===== config.mk =====
export PLATFORM = sky130hd
export DESIGN_NAME = serial_subtractor_flat
export DESIGN_NICKNAME = d
export VERILOG_FILES = /design/src/rtl/serial_subtractor_if.sv /design/src/rtl/serial_subtractor.sv /design/src/flat_wrapper.sv
export SDC_FILE = /design/constraint.sdc
export NUM_CORES = 1
export LEC_CHECK = 0
export ABC_AREA = 1
export CORE_ASPECT_RATIO = 0.9
export CORE_MARGIN = 4
export CORE_UTILIZATION = 55
export DETAILED_ROUTE_END_ITERATION = 6
export PLACE_DENSITY = 0.91
export SLEW_MARGIN = 20
export SYNTH_ARGS = -nofsm -noshare
export SYNTH_HDL_FRONTEND = slang
export SYNTH_SLANG_ARGS = --single-unit

===== constraint.sdc =====
create_clock -name clk -period 3.7 [get_ports clk]
set_input_delay 1.11 -clock clk [delete_from_list [all_inputs] [get_ports clk]]
set_output_delay 1.11 -clock clk [all_outputs]
set_load 0.01 [all_outputs]

===== src/rtl/serial_subtractor_if.sv =====
// rtl/serial_subtractor_if.sv - start/done handshake and operand/result bundle for the serial subtractor
interface serial_subtractor_if #(
    parameter int WIDTH = 8
);
    logic             start;
    logic [WIDTH-1:0] a;
    logic [WIDTH-1:0] b;
    logic             busy;
    logic             done;
    logic [WIDTH-1:0] diff;
    logic             borrow_out;
    logic             overflow;

    modport master (
        output start, a, b,
        input  busy, done, diff, borrow_out, overflow
    );

    modport slave (
        input  start, a, b,
        output busy, done, diff, borrow_out, overflow
    );
endinterface


===== src/rtl/serial_subtractor.sv =====
// rtl/serial_subtractor.sv - bit-serial two's-complement subtractor (a - b, LSB first) with start/done handshake
module serial_subtractor #(
    parameter int WIDTH = 8
) (
    input  logic                 clk,
    input  logic                 rst_n,
    serial_subtractor_if.slave   bus
);
    localparam int CW = (WIDTH > 1) ? $clog2(WIDTH) : 1;

    localparam logic [1:0] ST_IDLE  = 2'd0;
    localparam logic [1:0] ST_SHIFT = 2'd1;
    localparam logic [1:0] ST_DONE  = 2'd2;

    logic [1:0]       state_q, state_d;
    logic [WIDTH-1:0] opa_q, opa_d;
    logic [WIDTH-1:0] opb_q, opb_d;
    logic [WIDTH-1:0] res_q, res_d;
    logic             carry_q, carry_d;
    logic [CW-1:0]    count_q, count_d;
    logic             a_msb_q, a_msb_d;
    logic             b_msb_q, b_msb_d;
    logic [WIDTH-1:0] diff_q, diff_d;
    logic             borrow_q, borrow_d;
    logic             ovf_q, ovf_d;

    // Single full-adder cell: opb already holds ~b and carry starts at 1, so this forms a + ~b + 1.
    logic sum_bit;
    logic carry_nxt;
    assign sum_bit   = opa_q[0] ^ opb_q[0] ^ carry_q;
    assign carry_nxt = (opa_q[0] & opb_q[0]) | (opa_q[0] & carry_q) | (opb_q[0] & carry_q);

    logic last_bit;
    assign last_bit = (count_q == CW'(WIDTH - 1));

    // Next-state logic: capture operands in IDLE, shift one bit per cycle, publish results on the final bit.
    always_comb begin
        state_d  = state_q;
        opa_d    = opa_q;
        opb_d    = opb_q;
        res_d    = res_q;
        carry_d  = carry_q;
        count_d  = count_q;
        a_msb_d  = a_msb_q;
        b_msb_d  = b_msb_q;
        diff_d   = diff_q;
        borrow_d = borrow_q;
        ovf_d    = ovf_q;
        case (state_q)
            ST_IDLE: begin
                if (bus.start) begin
                    state_d = ST_SHIFT;
                    opa_d   = bus.a;
                    opb_d   = ~bus.b;
                    carry_d = 1'b1;
                    count_d = '0;
                    a_msb_d = bus.a[WIDTH-1];
                    b_msb_d = bus.b[WIDTH-1];
                end
            end
            ST_SHIFT: begin
                res_d   = {sum_bit, res_q[WIDTH-1:1]};
                opa_d   = opa_q >> 1;
                opb_d   = opb_q >> 1;
                carry_d = carry_nxt;
                count_d = count_q + 1'b1;
                if (last_bit) begin
                    state_d  = ST_DONE;
                    diff_d   = {sum_bit, res_q[WIDTH-1:1]};
                    // Final carry of a + ~b + 1 is the inverse of the unsigned borrow.
                    borrow_d = ~carry_nxt;
                    // Signed overflow only when operand signs differ and the result sign departs from a.
                    ovf_d    = (a_msb_q != b_msb_q) & (sum_bit != a_msb_q);
                end
            end
            ST_DONE: begin
                state_d = ST_IDLE;
            end
            default: begin
                state_d = ST_IDLE;
            end
        endcase
    end

    // State and datapath registers; reset aborts any operation immediately.
    always_ff @(posedge clk or negedge rst_n) begin
        if (!rst_n) begin
            state_q  <= ST_IDLE;
            opa_q    <= '0;
            opb_q    <= '0;
            res_q    <= '0;
            carry_q  <= 1'b0;
            count_q  <= '0;
            a_msb_q  <= 1'b0;
            b_msb_q  <= 1'b0;
            diff_q   <= '0;
            borrow_q <= 1'b0;
            ovf_q    <= 1'b0;
        end else begin
            state_q  <= state_d;
            opa_q    <= opa_d;
            opb_q    <= opb_d;
            res_q    <= res_d;
            carry_q  <= carry_d;
            count_q  <= count_d;
            a_msb_q  <= a_msb_d;
            b_msb_q  <= b_msb_d;
            diff_q   <= diff_d;
            borrow_q <= borrow_d;
            ovf_q    <= ovf_d;
        end
    end

    assign bus.busy       = (state_q == ST_SHIFT);
    assign bus.done       = (state_q == ST_DONE);
    assign bus.diff       = diff_q;
    assign bus.borrow_out = borrow_q;
    assign bus.overflow   = ovf_q;
endmodule


===== src/flat_wrapper.sv =====
// flat-port wrapper written by rule: the top's interface ports become plain ports
module serial_subtractor_flat 
#(
    parameter int WIDTH = 8
)
  (clk, rst_n, bus_start, bus_a, bus_b, bus_busy, bus_done, bus_diff, bus_borrow_out, bus_overflow);
  serial_subtractor_if #(.WIDTH(WIDTH)) bus_i ();
  input  logic clk;
  input  logic rst_n;
  input wire logic [$bits(bus_i.start)-1:0] bus_start;
  input wire logic [$bits(bus_i.a)-1:0] bus_a;
  input wire logic [$bits(bus_i.b)-1:0] bus_b;
  output wire logic [$bits(bus_i.busy)-1:0] bus_busy;
  output wire logic [$bits(bus_i.done)-1:0] bus_done;
  output wire logic [$bits(bus_i.diff)-1:0] bus_diff;
  output wire logic [$bits(bus_i.borrow_out)-1:0] bus_borrow_out;
  output wire logic [$bits(bus_i.overflow)-1:0] bus_overflow;
  assign bus_i.start = bus_start;
  assign bus_i.a = bus_a;
  assign bus_i.b = bus_b;
  assign bus_busy = bus_i.busy;
  assign bus_done = bus_i.done;
  assign bus_diff = bus_i.diff;
  assign bus_borrow_out = bus_i.borrow_out;
  assign bus_overflow = bus_i.overflow;
  serial_subtractor #(.WIDTH(WIDTH)) u_core (.clk(clk), .rst_n(rst_n), .bus(bus_i));
endmodule

-- Yosys cells after proc, flatten, opt, wreduce, memory -nomap -nowiden
Index checks and enable logic that the tools add are counted.
- add/subtract/negate cells: 1
- eq/ne operators: 7
- mux-type cells: 11
- bitwise gates (word level): 10
- reduce and logical (&&, ||, !) cells: 6
- operators by type and width (kind ; number):
    8-bit case mux with 2 select lines ; 2
    8-bit 2-to-1 mux ; 2
    8-bit NOT ; 1
    2-bit AND reduction ; 4
    3-bit case mux with 2 select lines ; 1
    1-bit bitwise AND ; 4
    2-bit 2-to-1 mux ; 2
    2-bit case mux with 2 select lines ; 1
    3-bit by 1-bit adder with 3-bit output, second input constant ; 1
    3-bit == test, second input constant ; 1
    3-bit 2-to-1 mux ; 1
    2-bit by 1-bit == test with 1-bit output, second input constant ; 1
    2-bit == test, second input constant ; 1
    2-bit zero test ; 1
    1-bit != test ; 2
    2-bit by 1-bit != test with 1-bit output, second input constant ; 1
    2-bit != test, second input constant ; 1
    1-bit bitwise OR ; 2
    1-bit case mux with 2 select lines ; 1
    2-bit nonzero test ; 1
    1-bit XOR ; 2
    1-bit 2-to-1 mux ; 1
    1-bit NOT ; 1
- register bits after elaboration: 42
- output and inout port bits: 12
- word-level logic and storage cells: 46

-- Longest topological paths before layout
- word-level depth: 4
- depth in mapped cells: 7
- gate-level depth less buffers: 7

-- Worst setup path before layout
No wires, ideal clock.
- path kind: register to output
- from: register u_core.state_q[0]
- to: output bus_done
- arrival: 0.868 ns
- path slack: 1.722 ns
- stages on the path, launching flop included: 4
- path buffers: 2
- cells stage by stage: dfrtp_1 buf_6 clkbuf_1 nor2_1
- word-level cells in the longest chain between the ends: 1
- ends and longest elaborated chain (what ; line ; RTL):
    start: declaration ; serial_subtractor.sv:15 ; logic [1:0] state_q, state_d;
    start signal: assignment ; serial_subtractor.sv:100 ; state_q <= state_d;
    2-bit == test ; serial_subtractor.sv:115 ; assign bus.done = (state_q == ST_DONE);
    end: declaration ; flat_wrapper.sv:14 ; output wire logic [$bits(bus_i.done)-1:0] bus_done;
Every way passes these cells.

-- Worst setup path after layout
- from: register u_core.state_q[0]
- to: output bus_busy
- word-level cells in the longest chain between the ends: 1
- ends and longest elaborated chain (what ; line ; RTL):
    2-bit by 1-bit == test with 1-bit output ; serial_subtractor.sv:114 ; assign bus.busy = (state_q == ST_SHIFT);
    end: declaration ; flat_wrapper.sv:13 ; output wire logic [$bits(bus_i.busy)-1:0] bus_busy;
Every way passes these cells.

==> metrics.yaml <==
outcome:
  outcome: "completed"
logic_synthesis:
  synth_warnings: 0
  synth-edff-count: 0
  synth-seq-area-share_pct: 50.71
  netlist.area_leader.share_pct: 50.71
  synthTopCellsByCount: "nand2_1, dfrtp_1, nand3_1"
  synthFlopType: "dfrtp_1"
  synth_most_common_cell: "nand2_1"
  synth-seq-cells: 41
  netlist-cell-type-count: 22
  netlist_instances: 230
  synthTopCellsByArea: "dfrtp_1, nand2_1, nand3_1"
  synth.avg_cell_area_sq_um: 8.796
  yosysTopAreaCell: "dfrtp_1"
  synth-async-reset-ratio_pct: 100.0
  synthesis.area_sq_um: 2023
  syn_nets: 252
clock_network:
  clk_pin_slew_worst_paths_ns: 0.07
  cts_tree: "built"
  cts_htree_levels: 2
  insertion_delay_ns: 0.29
  post_cts_buffers: 0
  clkSinkCount: 41
  cts_hold_buf: 0
  ctsRootBufferMaster: "clkbuf_8"
  cts_buffer_depth: 2
  cts_resized: 0
  cts_made_buffers: 5
placement:
  dp.cells: 293
  dpl_cell_area_sq_um: 2270
  globalplace.congestion: 0.7832
  dp_hpwl_um: 2453
  placement.io_buffers: 30
timing:
  finalHoldViolations: 0
  fin_skew_ns: 0.004639
  post-route-period-util_pct: 80.22
  fin_crit_ns: 2.968
  tns_ns: 0
  fmax_ghz: 0.3369
  setup_viol: 0
  drv_slew: 0
  worst_slew_pin_slew_ns: 0.8720
  rsz0062_at_grt: "no"
  max_slew_margin_pct: 41.86
  holdWs_ns: 0.4865
route:
  drt_iter0_markers: 99
  viasPerCell: 5.083
  via_count: 1525
  post-route-drc-count: 0
  first_pass_iters: 4
  ant_nets: 0
  wire_per_inst_um: 12.03
  routed_wirelength_um: 3610
setup_path:
  cp.depth: 3
  cp_top_family: "flip-flops"
  crit_chain: "inv_2 > nor2_4 > clkdlybuf4s50_1"
  cp_slowest_cell: "dfrtp_1"
  end_kind: "output port"
  crit-reg2reg-capture: "u_core.opb_q[6]$_DFFE_PN0P_"
  worstSetupStartpointType: "register"
  rr_startpoint: "u_core.state_q[0]$_DFFE_PN0P_"
  path_buf_inv: 2
  cp_max_fo: 18
  endpoint: "bus_busy"
  r2r.worst_path.cells: 4
  crit_path_max_incr_delay_ns: 0.73
  crit_arrival_ns: 1.86
  crit_start: "u_core.state_q[0]$_DFFE_PN0P_"
  rrSetupSlack_ns: 1.94
  path_class: "reg -> out"
  crit_required_ns: 2.59
power:
  power.density_nw_per_um2: 836.9
  leakagePower_nw: 1.209
  p_total_w: 0.001986
  irDropWorstVdd_v: 0.0004467
grt:
  grt_max_degree: 49
  grt_pass1_vias: 1482
  antenna_found_initial: 0
  grt_pass1_wl_um: 6423
  gr-total-overflow: 0
  track_usage_pct: 17.35
cells_and_area:
  nets: 278
  fin_cells: 300
  postLayoutCellArea_sq_um: 2374
  drive_gt1_share_pct: 12.11
  area_growth_pct: 17.32
  diodes: 0
floorplan:
  dieWidth_um: 71.93
  io_pins: 31
  start_util_pct: 58.59
  core_area_sq_um: 3453
  rows: 20
  die_h_um: 65.54
  dieArea_sq_um: 4714
hold_path:
  hold_depth: 2
  hp-start: "u_core.bus.diff[2]$_DFFE_PN0P_"
  holdCritPathClass: "reg -> reg"
run:
  maxCapViolCount: 0
## tightest hold or removal path: stages, from the launching register on
cell and delay (ns):
dfrtp_1 0.35, nand2_1 0.06, o21ai_2 0.05
## cell families (layout without fill, tap and decap cells)
logic type                 Yosys count  in the layout  share of synthesized area (%)
and+or+nand+nor                    116            116                          27.89
AOI/OAI and AO/OA                   21             21                          6.865
buffers and inverters               49             75                          12.31
DFF                                 41             41                          50.71
adders and majority gates            3              3                          2.226
## layout by cell type, fill, tap and decap left out, drive strengths merged, types with 2 or more instances in the layout
| cell type | n |
|---|---|
| nand2 | 61 |
| ha | 2 |
| nor2 | 8 |
| o21ai | 20 |
| clkdlybuf4s50 | 29 |
| clkbuf | 5 |
| inv | 38 |
| dfrtp | 41 |
| nand3 | 47 |
## cell type report
cell class                 instances  area, sq um
clock inverter                     2        35.03
multi-input combinational        140        748.2
clock buffer                       5        68.82
fill                             278         1080
sequential                        41         1026
inverter                          38        145.1
timing repair buffer              30        295.3
tap                               44        55.05
## where the power goes
group	switching (W)	internal, W
Clock	0.000146	0.000196
Sequential	0.000139	0.000656
Combinational	0.000489	0.000360
## metrics by stage
| stage | setup WS [ns] | utilization, % |
|---|---|---|
| after floorplan | 1.722 | - |
| after global placement | 1.045 | 65.72 |
| after detailed placement | 1.071 | 65.72 |
| after CTS | 0.7307 | 68.73 |
| after global routing | 0.6359 | 68.73 |
| final | 0.7317 | 68.73 |
## metal layers
metal	vias to the layer above	GRT usage [%]	wire (um)
met5	-	0	0
met4	0	4.225	38
met3	5	4.893	196
met2	34	28.44	1651
met1	709	22.79	1723
li1	777	-	-
## state kept, by name, indices dropped and copies added (netlist names)
name	cells
u_core.count_q	3
u_core.carry_q	1
u_core.opa_q	8
u_core.bus.borrow_out	1
u_core.opb_q	8
u_core.res_q	7
u_core.a_msb_q	1
u_core.bus.diff	8
u_core.state_q	2
u_core.b_msb_q	1
u_core.bus.overflow	1
## how the worst min path moves through the flow
stage	endpoint	slack [ns]
floorplan	u_core.bus.diff[0]$_DFFE_PN0P_	0.44
global placement	u_core.bus.diff[2]$_DFFE_PN0P_	0.47
detailed placement	u_core.bus.diff[0]$_DFFE_PN0P_	0.46
CTS	u_core.bus.diff[6]$_DFFE_PN0P_	0.49
global route	u_core.bus.diff[3]$_DFFE_PN0P_	0.52
finish	u_core.bus.diff[2]$_DFFE_PN0P_	0.49
Power figures use the tool's default switching activity.
